File: src/rtl/ir_intf_mc_if.sv
// ---------------------------------------------------------------------------
// ir_intf_mc_if
//
// Signal bundle between the multi-channel IR sensor front end and its
// environment (detector board plus the consumers cmd_proc / inert_intf).
//
// Signals:
//   ir_n          raw active-low detector inputs, asynchronous to clk
//   en_mask       1 = channel enabled
//   force_sample  single-cycle request for an early sample window
//   IR_en         registered emitter enable
//   ir            filtered, active-high channel levels
//   ir_rise       one-cycle pulse per channel when ir goes 0->1
//   ir_fall       one-cycle pulse per channel when ir goes 1->0
//   sample_vld    one-cycle pulse in the cycle the filter results update
//
// Handshake semantics: there is no backpressure anywhere on this bundle.
// sample_vld, ir_rise and ir_fall are pure strobes; a consumer that wants
// them must capture ir / ir_rise / ir_fall in the cycle sample_vld is high.
// force_sample is likewise a fire-and-forget pulse that the front end only
// honours while it is idle between windows.
//
// Modports:
//   master  the IR front end (drives the emitter and the filtered results)
//   slave   the environment (drives detector inputs, mask and requests)
// ---------------------------------------------------------------------------
interface ir_intf_mc_if #(
   parameter int NUM_CH = 3
);

   logic [NUM_CH-1:0] ir_n;
   logic [NUM_CH-1:0] en_mask;
   logic              force_sample;
   logic              IR_en;
   logic [NUM_CH-1:0] ir;
   logic [NUM_CH-1:0] ir_rise;
   logic [NUM_CH-1:0] ir_fall;
   logic              sample_vld;

   modport master (
      input  ir_n,
      input  en_mask,
      input  force_sample,
      output IR_en,
      output ir,
      output ir_rise,
      output ir_fall,
      output sample_vld
   );

   modport slave (
      output ir_n,
      output en_mask,
      output force_sample,
      input  IR_en,
      input  ir,
      input  ir_rise,
      input  ir_fall,
      input  sample_vld
   );

endinterface

File: src/rtl/ir_intf_mc.sv
// ---------------------------------------------------------------------------
// ir_intf_mc
//
// Parametrised multi-channel IR sensor interface. A free-running period
// counter duty-cycles the shared emitter enable; at the last cycle of each
// enable window every enabled channel is sampled and passed through a
// consecutive-sample debounce filter. Filtered levels, rise/fall strobes and
// a sample-valid strobe all update on the edge that closes the window.
//
// Parameters:
//   FAST_SIM    1: 512-cycle period, 32-cycle window; 0: use the two below
//   NUM_CH      number of channels, 1..16
//   PERIOD_CYC  sample period in clocks
//   EN_CYC      emitter-on window in clocks, 2 <= EN_CYC < PERIOD_CYC
//   FILT_DEPTH  consecutive disagreeing samples needed to flip an output,
//               1..15
//
// Ports:
//   clk        system clock
//   rst_n      asynchronous active-low reset
//   bus        ir_intf_mc_if master modport (inputs, emitter, results)
//   dbg_state  current window state: 0 = OFF, 1 = ON, 2 = SAMP
// ---------------------------------------------------------------------------
module ir_intf_mc #(
   parameter bit FAST_SIM   = 1'b1,
   parameter int NUM_CH     = 3,
   parameter int PERIOD_CYC = 500000,
   parameter int EN_CYC     = 25000,
   parameter int FILT_DEPTH = 2
) (
   input  logic               clk,
   input  logic               rst_n,
   ir_intf_mc_if.master       bus,
   output logic [1:0]         dbg_state
);

   // ------------------------------------------------------------------------
   // Effective timing
   // ------------------------------------------------------------------------
   localparam int P  = FAST_SIM ? 512 : PERIOD_CYC;
   localparam int E  = FAST_SIM ? 32  : EN_CYC;
   localparam int CW = $clog2(P);

   // First cycle of the emitter window and the sampling cycle.
   localparam logic [CW-1:0] WIN_START = CW'(P - E);
   localparam logic [CW-1:0] CNT_LAST  = CW'(P - 1);
   localparam logic [3:0]    DEPTH     = 4'(FILT_DEPTH);

   typedef enum logic [1:0] {
      ST_OFF  = 2'd0,
      ST_ON   = 2'd1,
      ST_SAMP = 2'd2
   } state_t;

   // ------------------------------------------------------------------------
   // Input synchroniser. Flops reset to 1 so that a channel reads as
   // "no object" until real data has propagated through.
   // ------------------------------------------------------------------------
   logic [NUM_CH-1:0] sync1_q;
   logic [NUM_CH-1:0] sync2_q;
   logic [NUM_CH-1:0] s;

   always_ff @(posedge clk or negedge rst_n) begin
      if (!rst_n) begin
         sync1_q <= '1;
         sync2_q <= '1;
      end else begin
         sync1_q <= bus.ir_n;
         sync2_q <= sync1_q;
      end
   end

   assign s = ~sync2_q;

   // ------------------------------------------------------------------------
   // Period counter and window state machine
   // ------------------------------------------------------------------------
   state_t          state_q;
   state_t          state_d;
   logic [CW-1:0]   cnt_q;
   logic [CW-1:0]   cnt_d;
   logic            ir_en_q;
   logic            ir_en_d;

   always_ff @(posedge clk or negedge rst_n) begin
      if (!rst_n) begin
         state_q <= ST_OFF;
         cnt_q   <= '0;
         ir_en_q <= 1'b0;
      end else begin
         state_q <= state_d;
         cnt_q   <= cnt_d;
         ir_en_q <= ir_en_d;
      end
   end

   // The state is a pure function of the counter value it accompanies, so
   // both are computed from cnt_d. Decoding IR_en from cnt_d (rather than
   // cnt_q) lets the enable come straight out of a flop while still being
   // aligned with the counter.
   always_comb begin
      cnt_d   = cnt_q + CW'(1);
      state_d = ST_OFF;
      ir_en_d = 1'b0;

      case (state_q)
         ST_OFF: begin
            // An early window is only started from idle; requests while the
            // emitter is already on (or sampling) are dropped.
            if (bus.force_sample) begin
               cnt_d = WIN_START;
            end
         end
         ST_ON: begin
            cnt_d = cnt_q + CW'(1);
         end
         ST_SAMP: begin
            cnt_d = '0;
         end
         default: begin
            cnt_d = '0;
         end
      endcase

      if (cnt_d == CNT_LAST) begin
         state_d = ST_SAMP;
      end else if (cnt_d >= WIN_START) begin
         state_d = ST_ON;
      end else begin
         state_d = ST_OFF;
      end

      ir_en_d = (cnt_d >= WIN_START);
   end

   // ------------------------------------------------------------------------
   // Debounce filter
   //
   // dc counts consecutive samples that disagree with the current output.
   // Any agreeing sample clears it; reaching FILT_DEPTH flips the output and
   // emits the matching edge strobe. Masking a channel clears it silently.
   // ------------------------------------------------------------------------
   logic [NUM_CH-1:0] ir_q;
   logic [NUM_CH-1:0] ir_d;
   logic [NUM_CH-1:0] rise_q;
   logic [NUM_CH-1:0] rise_d;
   logic [NUM_CH-1:0] fall_q;
   logic [NUM_CH-1:0] fall_d;
   logic              vld_q;
   logic [3:0]        dc_q [NUM_CH];
   logic [3:0]        dc_d [NUM_CH];

   always_comb begin
      ir_d   = ir_q;
      rise_d = '0;
      fall_d = '0;
      dc_d   = dc_q;

      if (state_q == ST_SAMP) begin
         for (int c = 0; c < NUM_CH; c++) begin
            if (!bus.en_mask[c]) begin
               ir_d[c] = 1'b0;
               dc_d[c] = 4'd0;
            end else if (s[c] == ir_q[c]) begin
               dc_d[c] = 4'd0;
            end else if ((dc_q[c] + 4'd1) == DEPTH) begin
               ir_d[c]   = s[c];
               dc_d[c]   = 4'd0;
               rise_d[c] = s[c];
               fall_d[c] = ~s[c];
            end else begin
               dc_d[c] = dc_q[c] + 4'd1;
            end
         end
      end
   end

   always_ff @(posedge clk or negedge rst_n) begin
      if (!rst_n) begin
         ir_q   <= '0;
         rise_q <= '0;
         fall_q <= '0;
         vld_q  <= 1'b0;
         for (int c = 0; c < NUM_CH; c++) begin
            dc_q[c] <= 4'd0;
         end
      end else begin
         ir_q   <= ir_d;
         rise_q <= rise_d;
         fall_q <= fall_d;
         vld_q  <= (state_q == ST_SAMP);
         for (int c = 0; c < NUM_CH; c++) begin
            dc_q[c] <= dc_d[c];
         end
      end
   end

   // ------------------------------------------------------------------------
   // Outputs
   // ------------------------------------------------------------------------
   assign bus.IR_en      = ir_en_q;
   assign bus.ir         = ir_q;
   assign bus.ir_rise    = rise_q;
   assign bus.ir_fall    = fall_q;
   assign bus.sample_vld = vld_q;
   assign dbg_state      = state_q;

endmodule

File: src/flat_wrapper.sv
// flat-port wrapper written by rule: the top's interface ports become plain ports
module ir_intf_mc_flat 
#(
   parameter bit FAST_SIM   = 1'b1,
   parameter int NUM_CH     = 3,
   parameter int PERIOD_CYC = 500000,
   parameter int EN_CYC     = 25000,
   parameter int FILT_DEPTH = 2
)
  (clk, rst_n, dbg_state, bus_ir_n, bus_en_mask, bus_force_sample, bus_IR_en, bus_ir, bus_ir_rise, bus_ir_fall, bus_sample_vld);
  ir_intf_mc_if #(.NUM_CH(NUM_CH)) bus_i ();
  input  logic clk;
  input  logic rst_n;
  output logic [1:0] dbg_state;
  input wire logic [$bits(bus_i.ir_n)-1:0] bus_ir_n;
  input wire logic [$bits(bus_i.en_mask)-1:0] bus_en_mask;
  input wire logic [$bits(bus_i.force_sample)-1:0] bus_force_sample;
  output wire logic [$bits(bus_i.IR_en)-1:0] bus_IR_en;
  output wire logic [$bits(bus_i.ir)-1:0] bus_ir;
  output wire logic [$bits(bus_i.ir_rise)-1:0] bus_ir_rise;
  output wire logic [$bits(bus_i.ir_fall)-1:0] bus_ir_fall;
  output wire logic [$bits(bus_i.sample_vld)-1:0] bus_sample_vld;
  assign bus_i.ir_n = bus_ir_n;
  assign bus_i.en_mask = bus_en_mask;
  assign bus_i.force_sample = bus_force_sample;
  assign bus_IR_en = bus_i.IR_en;
  assign bus_ir = bus_i.ir;
  assign bus_ir_rise = bus_i.ir_rise;
  assign bus_ir_fall = bus_i.ir_fall;
  assign bus_sample_vld = bus_i.sample_vld;
  ir_intf_mc #(.FAST_SIM(FAST_SIM), .NUM_CH(NUM_CH), .PERIOD_CYC(PERIOD_CYC), .EN_CYC(EN_CYC), .FILT_DEPTH(FILT_DEPTH)) u_core (.clk(clk), .rst_n(rst_n), .bus(bus_i), .dbg_state(dbg_state));
endmodule
File: config.mk
export PLATFORM = sky130hd
export DESIGN_NAME = ir_intf_mc_flat
export DESIGN_NICKNAME = d
export VERILOG_FILES = /design/src/rtl/ir_intf_mc_if.sv /design/src/rtl/ir_intf_mc.sv /design/src/flat_wrapper.sv
export SDC_FILE = /design/constraint.sdc
export NUM_CORES = 1
export LEC_CHECK = 0
export CORE_UTILIZATION = 41
export DETAILED_ROUTE_END_ITERATION = 6
export GPL_TIMING_DRIVEN = 0
export PLACE_DENSITY = 0.7
export SLEW_MARGIN = 20
export SYNTH_ARGS = -nofsm -noshare
export SYNTH_HDL_FRONTEND = slang
export SYNTH_SLANG_ARGS = --single-unit
File: constraint.sdc
create_clock -name clk -period 1.7 [get_ports clk]
set_input_delay 0.34 -clock clk [delete_from_list [all_inputs] [get_ports clk]]
set_output_delay 0.34 -clock clk [all_outputs]
set_load 0.03 [all_outputs]
==> qor.json, run 1 <==
{
  "drt": {
    "drt-initial-drc-count": 109,
    "routed_wirelength_um": 3640,
    "dr_total_vias": 1410,
    "antenna_violating_nets_post_route": 0,
    "routed_wire_length_per_instance_um": 13.9,
    "drt_drc": 0,
    "vias_per_std_cell": 5.40,
    "first_pass_iters": 4
  },
  "finish": {
    "multiInputGateArea_um2": 963,
    "fillerInstances": 371,
    "layout_common_cells": "dfrtp_1 (27), nand2_1 (15), clkdlybuf4s50_1 (15), nand3_1 (12), o21ai_0 (8)",
    "area_overhead_of_the_layout_relative_to_synthesis_pct": 31.4,
    "final_cell_count_no_fill": 261,
    "stdcell_area_mm2": 0.00246,
    "final_common_cell": "dfrtp_1",
    "finalNetCount": 224,
    "drive_above_1_share_pct": 26.8,
    "insertedDiodeCount": 0,
    "regArea_mm2": 0.00102,
    "fin_util_pct": 56.1
  },
  "yosys": {
    "synthDominantCellAreaShare_pct": 45.5,
    "postSynthNetCount": 189,
    "synth_top_cell_by_area": "dfrtp_1",
    "synth_sequential_area_ratio_pct": 53.9,
    "netlist_instances": 173,
    "synth_area_leaders": "dfrtp_1 (45%), dfstp_2 (8.4%), ha_1 (4.7%)",
    "synth_flop_cell": "dfrtp_1",
    "number_of_enable_flip_flop_cells_after_synthesis": 0,
    "synth_cell_types": 37,
    "yosysWarnings": 0,
    "synthesis.area_mm2": 0.00187,
    "syn-mean-instance-area_um2": 10.8,
    "ys_async_sr_fraction_pct": 100,
    "synth.ff_latch_count": 40
  },
  "place": {
    "dpl_cell_area_mm2": 0.00224,
    "place_hpwl_um": 2430,
    "worst_case_setup_slack_after_placement_ps": -148,
    "post-place-cells": 247,
    "gp_congestion": 0.822,
    "port_buffers": 21
  },
  "clock_network": {
    "clockRootBuffer": "clkbuf_8",
    "tritoncts_clock_tree": "built",
    "htreeDepth": 2,
    "cts_sinks": 40,
    "insertion_delay_ps": 290,
    "tritoncts.num_buffers": 5,
    "clock_tree.buffer_depth": 2,
    "cts.clk_slew.worst_paths_ps": 80,
    "post_cts_hold_buffer_count": 0
  },
  "critical_path": {
    "cp-end-kind": "flip-flop",
    "critical-path-slowest-cell": "or4b_4",
    "timing.critical_path.required_ps": 1860,
    "timing_worst_setup_path_type": "flip-flop to flip-flop",
    "crit_path_cell_trace": "ha_4, or4b_4, o31ai_4, or2_4, o22ai_1",
    "crit_path_start_kind": "flip-flop",
    "critPathArrivalTime_ps": 1810,
    "critical-path-max-stage-delay_ps": 520,
    "timing.critical_path.fanout_max": 7,
    "worst-r2r-cell-count": 5
  },
  "global_routing": {
    "pin_count_of_the_biggest_net_entering_global_routing": 22,
    "grt_use_total_pct": 15.7,
    "grt_first_pass_wirelength_um": 6100,
    "grt_antenna_before_repair": 0,
    "grt_overflow": 0,
    "first_global_vias": 1322
  },
  "floorplan": {
    "io_pins": 22,
    "starting_utilization_of_the_core_area_pct": 42.7,
    "die_height_um": 69.5,
    "die_area_mm2": 0.00484,
    "die_width_um": 69.5,
    "core_region_area_mm2": 0.00438,
    "number_of_core_rows": 24
  },
  "sta": {
    "maximum_operating_frequency_mhz": 608,
    "timing.clock.skew_ps": 7.35,
    "layout_setup_ws_ps": 56.1,
    "worst_hold_slack_ps": 4.93,
    "timing.max_slew.rel_slack_pct": 67.2,
    "final_max_slew_viol_count": 0,
    "worstMarginPinSlew_ps": 492,
    "final-hold-violation-count": 0,
    "setup-tns-final_ps": 0,
    "timing.final.crit_period_ps": 1640,
    "period_share_pct": 96.7,
    "finish_stage_setup_viols": 0
  },
  "outcome": {
    "run_status": "completed"
  },
  "power": {
    "powerDensity_mw_per_mm2": 1380,
    "p_leak_nw": 1.06,
    "ir_drop_mv": 0.773,
    "report.power.total_mw": 3.40
  },
  "worst_hold_path": {
    "min_path_type": "input pin to asynchronous set/reset pin"
  },
  "flow_run": {
    "drv.max_cap_violation_count": 0
  }
}
cell usage after synthesis (2+ instances only):
| master | instances |
|---|---|
| a21boi_0 | 3 |
| a21o_1 | 3 |
| a21oi_1 | 2 |
| and3_1 | 3 |
| and3b_1 | 3 |
| buf_2 | 2 |
| dfrtp_1 | 34 |
| dfstp_2 | 6 |
| ha_1 | 7 |
| inv_1 | 9 |
| nand2_1 | 15 |
| nand2b_1 | 3 |
| nand3_1 | 12 |
| nand4_1 | 2 |
| nand4b_1 | 3 |
| nor2_1 | 7 |
| nor2b_1 | 2 |
| nor3_1 | 4 |
| nor3b_1 | 7 |
| o211ai_1 | 3 |
| o21ai_0 | 8 |
| o21ai_1 | 3 |
| o22ai_1 | 3 |
| o31ai_1 | 3 |
| or2_2 | 3 |
| or4b_2 | 3 |
| xnor2_1 | 7 |
| xor2_1 | 4 |
metal layers:
| layer | wire (µm) | share of wire, % | track usage [%] |
|---|---|---|---|
| met1 | 1730 | 47 | 20.9 |
| met2 | 1790 | 49 | 25.1 |
| met3 | 105 | 2.9 | 3.92 |
| met4 | 20 | 0.55 | 4.76 |
| met5 | 0 | 0 | 0 |
worst paths after layout:
path,start,to,slack [ps]
worst max-delay path,u_core.dc_q[4],u_core.dc_q[5],60
worst min-delay path,rst_n,u_core.bus.sample_vld,5
worst max register to register,u_core.dc_q[4],u_core.dc_q[5],60
worst min register to register,u_core.sync1_q[1],u_core.sync2_q[1],360
max in group asynchronous,rst_n,u_core.sync1_q[2],1140
min in group clk,u_core.sync1_q[1],u_core.sync2_q[1],360
state kept, by name, indices dropped and copies added (netlist names), 2 cells and up:
register            count
u_core.sync2_q          3
u_core.dc_q            12
u_core.cnt_q            9
u_core.bus.ir_fall      3
u_core.bus.ir_rise      3
u_core.bus.ir           3
u_core.sync1_q          3
u_core.dbg_state        2
critical path: cells and delay by family (launching register included):
| family | cells | cell delay, ps |
|---|---|---|
| AOI/OAI and AO/OA | 2 | 180 |
| DFF | 1 | 460 |
| and+or+nand+nor | 2 | 700 |
| adders and majority gates | 1 | 180 |
report_power, final:
| group | total [mW] | switching (mW) | internal (mW) |
|---|---|---|---|
| logic | 1.27 | 0.599 | 0.667 |
| registers | 1.53 | 0.325 | 1.20 |
| clock network | 0.603 | 0.315 | 0.288 |
| total | 3.40 | 1.24 | 2.16 |
what timing repair did:
item / in CTS / in global routing
endpoints found under the setup margin: 6 / 15
setup buffers: 1 / 5
pin swaps: 0 / 9
gates resized for setup: 5 / 22
layout make-up:
type                    instances  area share [%]
plain buffers                   3           0.713
flip-flops and latches         40            41.4
repair buffers                 28            11.2
clock inverters                 1           0.204
clock buffers                   7            3.11
inverters                      10            1.53
multi-input cells             120            39.2
well taps                      52            2.65
logic make-up after synthesis:
logic type	share of synthesized area, %
and+or+nand+nor	22.6
AOI/OAI and AO/OA	10.7
adders and majority gates	4.68
DFF	53.9
xor gates and xnor gates	5.15
buffers and inverters	2.94
(Power assumes the default switching activity.)
==> inputs of run 2 (changes only) <==
CORE_ASPECT_RATIO = 1.1   (was not set)
clock period = 1.5 ns   (was 1.7 ns; I/O delays follow)
==> run 2 against run 1 <==
Global-route usage up 2.7 points. Hold slack better by 350 ps. Critical path depth unchanged. Sequential cell count unchanged. The flow now finishes with violations (negative setup slack). Largest cell class is now multi-input gates. Non-clock buffer count up 12. Die area about the same. Combinational power up 43%. First-iteration DRC count down 41%. Largest power group is now combinational cells. Clock power up 28%. Power up 27%. Design area up 9.4%.
==> qor.json, run 2 (synthesis gave the netlist of run 1 again) <==
{
  "finish": {
    "largest_register_ff_count": {"value": 12, "change": "unchanged"},
    "final_common_cell": "dfrtp_1",
    "fin_util": {"value": 61.8, "unit": "%", "change": "+5.8 points"},
    "registers.top_by_ff_count": "u_core.dc_q",
    "finalNetCount": {"value": 236, "change": "+5.4%"},
    "regArea": {"value": 0.00101, "unit": "mm²", "change": "-0.37%"},
    "fillerInstances": {"value": 356, "change": "-4.0%"},
    "stdcell_area": {"value": 0.00269, "unit": "mm²", "change": "+9.4%"},
    "insertedDiodeCount": {"value": 0, "change": "unchanged"},
    "biggestRegsByFlops": "u_core.dc_q: 12 flops, u_core.cnt_q: 9 flops",
    "drive_above_1_share": {"value": 36.7, "unit": "%", "change": "+9.9 points"},
    "layout_common_cells": "dfrtp_1 (30), buf_4 (19), nand2_1 (15), dlygate4sd2_1 (12), nand3_1 (9)",
    "multiInputGateArea": {"value": 0.00109, "unit": "mm²", "change": "+13%"},
    "area_overhead_of_the_layout_relative_to_synthesis_pct": 43.7
  },
  "outcome": {
    "violations": "negative setup slack",
    "run_status": "complete, but fails checks"
  },
  "sta": {
    "timing.final.crit_period": {"value": 1620, "unit": "ps", "change": "-20.2 ps"},
    "layout_setup_ws": {"value": -124, "unit": "ps", "change": "-180 ps"},
    "worstMarginPinSlew": {"value": 513, "unit": "ps", "change": "+21.5 ps"},
    "timing.max_slew.rel_slack": {"value": 65.8, "unit": "%", "change": "-1.4 points"},
    "final-hold-violation-count": {"value": 0, "change": "unchanged"},
    "grt_setup_unrepaired": "true",
    "maximum_operating_frequency": {"value": 616, "unit": "MHz", "change": "+1.2%"},
    "final_max_slew_viol_count": {"value": 0, "change": "unchanged"},
    "timing.clock.skew": {"value": 10.3, "unit": "ps", "change": "+2.98 ps"},
    "finish_stage_setup_viols": {"value": 15, "change": "+15"},
    "period_share": {"value": 108, "unit": "%", "change": "+12 points"}
  },
  "place": {
    "port_buffers": {"value": 21, "change": "unchanged"},
    "place_hpwl": {"value": 2480, "unit": "µm", "change": "+2.2%"},
    "gp_congestion": {"value": 0.751, "change": "-8.7%"},
    "dpl_cell_area": {"value": 0.00224, "unit": "mm²", "change": "+0.22%"}
  },
  "drt": {
    "dr_total_vias": {"value": 1476, "change": "+4.7%"},
    "drt-initial-drc-count": {"value": 64, "change": "-41%"},
    "routed_wire_length_per_instance": {"value": 14.4, "unit": "µm", "change": "+3.6%"},
    "drt_drc": {"value": 0, "change": "unchanged"},
    "vias_per_std_cell": {"value": 5.37, "change": "-0.65%"},
    "first_pass_iters": {"value": 4, "change": "unchanged"},
    "antenna_violating_nets_post_route": {"value": 0, "change": "unchanged"},
    "routed_wirelength": {"value": 3970, "unit": "µm", "change": "+9.2%"}
  },
  "power": {
    "powerDensity": {"value": 1600, "unit": "mW/mm²", "change": "+16%"},
    "ir_drop": {"value": 0.827, "unit": "mV", "change": "+7.0%"},
    "p_leak": {"value": 1.17, "unit": "nW", "change": "+10%"}
  },
  "critical_path": {
    "rr_endpoint": "u_core.dc_q[9]",
    "timing.critical_path.fanout_max": {"value": 7, "change": "unchanged"},
    "critPathArrivalTime": {"value": 1800, "unit": "ps", "change": "about the same"},
    "cp-end-kind": "flip-flop",
    "reg2reg_setup_slack": {"value": -120, "unit": "ps", "change": "-180 ps"},
    "crit_path_start_kind": "flip-flop",
    "worst-r2r-cell-count": {"value": 5, "change": "unchanged"},
    "timing_worst_setup_path_type": "flip-flop to flip-flop",
    "r2r-start": "u_core.dc_q[8]",
    "timing.critical_path.required": {"value": 1680, "unit": "ps", "change": "-180 ps"}
  },
  "clock_network": {
    "htreeDepth": {"value": 2, "change": "unchanged"},
    "tritoncts.num_buffers": {"value": 5, "change": "unchanged"},
    "cts_sinks": {"value": 40, "change": "unchanged"},
    "clock_tree.buffer_depth": {"value": 2, "change": "unchanged"},
    "clockRootBuffer": "clkbuf_8",
    "insertion_delay": {"value": 290, "unit": "ps", "change": "about the same"},
    "tritoncts_clock_tree": "built",
    "cts.clk_slew.worst_paths": {"value": 80, "unit": "ps", "change": "about the same"}
  },
  "global_routing": {
    "grt_overflow": {"value": 0, "change": "unchanged"},
    "grt_first_pass_wirelength": {"value": 6600, "unit": "µm", "change": "+8.1%"},
    "grt_antenna_before_repair": {"value": 0, "change": "unchanged"},
    "first_global_vias": {"value": 1441, "change": "+9.0%"},
    "pin_count_of_the_biggest_net_entering_global_routing": {"value": 22, "change": "unchanged"},
    "grt_use_total": {"value": 18.3, "unit": "%", "change": "+2.7 points"}
  },
  "floorplan": {
    "io_pins": {"value": 22, "change": "unchanged"},
    "die_height": {"value": 72.8, "unit": "µm", "change": "+4.7%"},
    "starting_utilization_of_the_core_area": {"value": 43.0, "unit": "%", "change": "+0.36 points"},
    "die_width": {"value": 66.4, "unit": "µm", "change": "-4.5%"},
    "core_region_area": {"value": 0.00435, "unit": "mm²", "change": "-0.83%"},
    "die_area": {"value": 0.00484, "unit": "mm²", "change": "about the same"},
    "number_of_core_rows": {"value": 25, "change": "+4.2%"}
  },
  "worst_hold_path": {
    "hold-path-endpoint": "u_core.sync2_q[1]",
    "worst_hold_startpoint": "u_core.sync1_q[1]",
    "worstHoldPathCells": 0,
    "min_path_type": "flip-flop to flip-flop"
  },
  "flow_run": {
    "drv.max_cap_violation_count": {"value": 0, "change": "unchanged"}
  }
}
run 2: cell count changes in the layout (fill, tap and decap cells not counted), moves of 4 or more:
cell | previous run | this run
buf_4 | 7 | 19
clkdlybuf4s50_1 | 15 | 7
dlygate4sd2_1 | 4 | 12
nor3_1 | 4 | 0
nor3_2 | 0 | 4
nor3b_1 | 6 | 2
o21ai_0 | 8 | 4
run 2: worst max-delay path: stages (launching register included):
cell and delay (ps):
dfrtp_2 480, ha_4 190, or4b_4 490, o31ai_4 100, or2_4 200, o22ai_2 60
run 2: through the flow:
step	hold WS (ps)	cells	setup TNS [ps]	setup WS, ps	total power, mW
floorplan	4.41	173	-58.1	-18.6	2.52
global placement	347	248	-32240	-816	2.77
detailed placement	298	249	-2250	-361	2.83
CTS	360	271	-747	-96.7	3.95
global route	364	275	-1980	-167	4.65
finish	358	275	-877	-124	4.31
run 2: cell type report:
type / instances / share of cell area [%]
Buffer: 3 / 0.977
Clock buffer: 8 / 3.72
Inverter: 10 / 1.49
Multi-Input combinational cell: 120 / 40.4
Sequential cell: 40 / 37.7
Tap cell: 54 / 2.51
Timing Repair Buffer: 40 / 13.2
run 2: per-layer routing:
| layer | share of wire [%] | track usage (%) | vias to the layer above |
|---|---|---|---|
| met5 | 0 | 0 | - |
| met4 | 1.2 | 5.67 | 0 |
| met2 | 51 | 31.3 | 28 |
| li1 | - | - | 705 |
| met3 | 2.9 | 5.31 | 6 |
| met1 | 45 | 22.2 | 737 |
run 2: worst max-delay path by stage:
| stage | from | end | cells past startpoint |
|---|---|---|---|
| floorplan | u_core.dc_q[0] | u_core.dc_q[1] | 5 |
| global placement | rst_n | u_core.cnt_q[8] | 1 |
| detailed placement | bus_force_sample | u_core.dbg_state[0] | 5 |
| CTS | u_core.dc_q[9] | u_core.dc_q[9] | 6 |
| global route | u_core.dc_q[1] | u_core.dc_q[1] | 6 |
| finish | u_core.dc_q[8] | u_core.dc_q[9] | 5 |
run 2: report_power, final:
| group | internal [mW] | switching, mW |
|---|---|---|
| combinational | 1.01 | 0.815 |
| clock | 0.420 | 0.351 |
| sequential | 1.36 | 0.366 |
| total | 2.78 | 1.53 |
run 2: repair_timing:
item / CTS / global route
setup buffers: 13 / 4
resized for setup: 30 / 32
pin swaps: 10 / 13
hold endpoints to repair: 18 / 0
endpoints found under the setup margin: 35 / 23
hold buffers: 1 / 0
==> inputs of run 3 (changes only) <==
CORE_MARGIN = 2   (was not set)
==> run 3 against run 2 <==
The flow still finishes with violations (negative setup slack). Core utilization grew 1.5 points. Global-route usage shrank 1.0 points. Largest power group unchanged. First-iteration DRC count grew 1.6%. Critical path type unchanged. Largest cell class unchanged. Fmax grew 1.1%. Critical path depth is the same. Sequential power is essentially flat. Count of clock-buffer cells in the layout shrank 3. Via count grew 0.81%. Clock power grew 32%. Sequential cell count is the same. Power grew 9.3%. Worst setup slack gained 18 ps.
==> qor.json, run 3 (synthesis gave the netlist of run 1 again) <==
{
  "critical_path": {
    "cp-end-kind": "flip-flop",
    "critPathArrivalTime": {"value": 1810, "unit": "ps", "change": "about the same"},
    "timing_worst_setup_path_type": "flip-flop to flip-flop",
    "crit_path_start_kind": "flip-flop",
    "timing.critical_path.required": {"value": 1710, "unit": "ps", "change": "+30 ps"},
    "timing.critical_path.fanout_max": {"value": 5, "change": "-2"}
  },
  "drt": {
    "first_pass_iters": {"value": 4, "change": "unchanged"},
    "routed_wire_length_per_instance": {"value": 14.9, "unit": "µm", "change": "+3.2%"},
    "dr_total_vias": {"value": 1488, "change": "+0.81%"},
    "drt_drc": {"value": 0, "change": "unchanged"},
    "drt-initial-drc-count": {"value": 65, "change": "+1.6%"},
    "antenna_violating_nets_post_route": {"value": 0, "change": "unchanged"},
    "vias_per_std_cell": {"value": 5.33, "change": "-0.63%"},
    "routed_wirelength": {"value": 4160, "unit": "µm", "change": "+4.7%"}
  },
  "clock_network": {
    "clock_tree.buffer_depth": {"value": 2, "change": "unchanged"},
    "cts.clk_slew.worst_paths": {"value": 80, "unit": "ps", "change": "about the same"},
    "clockRootBuffer": "clkbuf_8",
    "tritoncts_clock_tree": "built",
    "tritoncts.num_buffers": {"value": 5, "change": "unchanged"},
    "htreeDepth": {"value": 2, "change": "unchanged"},
    "cts_sinks": {"value": 40, "change": "unchanged"},
    "insertion_delay": {"value": 290, "unit": "ps", "change": "about the same"}
  },
  "outcome": {
    "run_status": "complete, but fails checks",
    "violations": "negative setup slack"
  },
  "sta": {
    "timing.final.crit_period": {"value": 1610, "unit": "ps", "change": "-18.1 ps"},
    "finish_stage_setup_viols": {"value": 15, "change": "unchanged"},
    "worstMarginPinSlew": {"value": 410, "unit": "ps", "change": "-103 ps"},
    "final-hold-violation-count": {"value": 0, "change": "unchanged"},
    "final_max_slew_viol_count": {"value": 0, "change": "unchanged"},
    "timing.max_slew.rel_slack": {"value": 72.6, "unit": "%", "change": "+6.8 points"},
    "grt_setup_unrepaired": "true",
    "maximum_operating_frequency": {"value": 623, "unit": "MHz", "change": "+1.1%"},
    "period_share": {"value": 107, "unit": "%", "change": "-1.2 points"},
    "layout_setup_ws": {"value": -106, "unit": "ps", "change": "+18.1 ps"},
    "setup-tns-final": {"value": -747, "unit": "ps", "change": "+130 ps"},
    "timing.clock.skew": {"value": 7.01, "unit": "ps", "change": "-3.31 ps"}
  },
  "power": {
    "p_leak": {"value": 1.21, "unit": "nW", "change": "+3.8%"},
    "report.power.total": {"value": 4.71, "unit": "mW", "change": "+9.3%"},
    "powerDensity": {"value": 1710, "unit": "mW/mm²", "change": "+6.7%"},
    "ir_drop": {"value": 0.974, "unit": "mV", "change": "+18%"}
  },
  "place": {
    "gp_congestion": {"value": 0.829, "change": "+10%"},
    "worst_case_setup_slack_after_placement": {"value": -377, "unit": "ps", "change": "-16.0 ps"},
    "post-place-cells": {"value": 249, "change": "unchanged"},
    "place_hpwl": {"value": 2400, "unit": "µm", "change": "-3.2%"},
    "port_buffers": {"value": 21, "change": "unchanged"}
  },
  "finish": {
    "drive_above_1_share": {"value": 40.4, "unit": "%", "change": "+3.8 points"},
    "fin_util": {"value": 63.4, "unit": "%", "change": "+1.5 points"},
    "layout_common_cells": "dfrtp_1 (29), buf_4 (24), nand2_1 (15), dlygate4sd2_1 (12), nand3_1 (8)",
    "insertedDiodeCount": {"value": 0, "change": "unchanged"},
    "area_overhead_of_the_layout_relative_to_synthesis_pct": 47.3,
    "final_common_cell": "dfrtp_1",
    "registers.top_by_ff_count": "u_core.dc_q",
    "largest_register_ff_count": {"value": 12, "change": "unchanged"},
    "final_cell_count_no_fill": {"value": 279, "change": "+1.5%"},
    "biggestRegsByFlops": "u_core.dc_q: 12 flops, u_core.cnt_q: 9 flops",
    "finalNetCount": {"value": 241, "change": "+2.1%"}
  },
  "global_routing": {
    "gr-usage-met2": {"value": 29.7, "unit": "%", "change": "-1.6 points"},
    "m3_gr_usage": {"value": 4.78, "unit": "%", "change": "-0.53 points"},
    "grt_overflow": {"value": 0, "change": "unchanged"},
    "grt_antenna_before_repair": {"value": 0, "change": "unchanged"},
    "pin_count_of_the_biggest_net_entering_global_routing": {"value": 29, "change": "+32%"},
    "grt_use_total": {"value": 17.3, "unit": "%", "change": "-1.0 points"},
    "grt_first_pass_wirelength": {"value": 6600, "unit": "µm", "change": "+0.11%"},
    "global_route.peak_usage_layer": "met2",
    "grt_util_met1": {"value": 20.9, "unit": "%", "change": "-1.2 points"},
    "first_global_vias": {"value": 1434, "change": "-0.49%"}
  },
  "floorplan": {
    "die_area": {"value": 0.00512, "unit": "mm²", "change": "+5.8%"},
    "die_width": {"value": 68.4, "unit": "µm", "change": "+3.0%"},
    "die_height": {"value": 74.8, "unit": "µm", "change": "+2.7%"},
    "core_region_area": {"value": 0.00435, "unit": "mm²", "change": "unchanged"},
    "io_pins": {"value": 22, "change": "unchanged"},
    "starting_utilization_of_the_core_area": {"value": 43.0, "unit": "%", "change": "unchanged"},
    "number_of_core_rows": {"value": 25, "change": "unchanged"}
  },
  "worst_hold_path": {
    "min_path_type": "flip-flop to flip-flop"
  },
  "flow_run": {
    "drv.max_cap_violation_count": {"value": 0, "change": "unchanged"}
  }
}
-- run 3: cell count changes in the layout (fill, tap and decap cells not counted), sizes merged --
| cell | before | now |
|---|---|---|
| buf | 22 | 27 |
| clkbuf | 8 | 5 |
| bufinv | 0 | 2 |
-- run 3: timing repair --
action	in CTS	in global routing
endpoints found under the setup margin	35	24
hold buffers	1	0
gates resized for setup	29	35
setup buffers	17	5
pin swaps	9	12
hold endpoints to repair	10	0
-- run 3: area by class of cell --
class / instances / area [µm²]
sequential: 40 / 1010
clock buffer: 5 / 68.8
fill: 338 / 1590
clock inverter: 2 / 60.1
multi-input combinational: 120 / 1090
inverter: 10 / 40.0
tap: 54 / 67.6
buffer: 3 / 26.3
timing repair buffer: 45 / 385
-- run 3: final timing paths --
| kind | startpoint | endpoint | slack (ps) | cells past startpoint |
|---|---|---|---|---|
| hold / removal | u_core.sync1_q[2] | u_core.sync2_q[2] | 360 | 0 |
| setup / recovery | u_core.cnt_q[1] | u_core.dbg_state[0] | -110 | 5 |
| min in group asynchronous | rst_n | u_core.bus.ir_fall[1] | 430 | 2 |
| max in group asynchronous | rst_n | u_core.sync2_q[1] | 570 | 3 |
| setup reg to reg | u_core.cnt_q[1] | u_core.dbg_state[0] | -110 | 5 |
| hold reg to reg | u_core.sync1_q[2] | u_core.sync2_q[2] | 360 | 0 |
-- run 3: critical path: stages, from the launching register on --
cell,delay (ps)
dfrtp_1,400
ha_4,170
nand3_4,110
or3_4,350
a31o_4,250
nor4b_4,240
-- run 3: stage by stage --
stage / area [µm²] / hold WS, ps
after floorplan: 1940 / 4.41
after global placement: 2220 / 346
after detailed placement: 2230 / 208
after CTS: 2560 / 359
after global routing: 2760 / 365
final: 2760 / 359
-- run 3: routing by layer --
metal | part of all wire [%] | vias up
met4 | 1.3 | 0
met3 | 3.9 | 7
met2 | 53 | 28
li1 | - | 714
met5 | 0 | -
met1 | 42 | 739
-- run 3: power breakdown --
part	switching, mW	internal [mW]	leakage (nW)
combinational	0.876	1.10	0.710
sequential	0.360	1.36	0.439
clock	0.363	0.655	0.0642
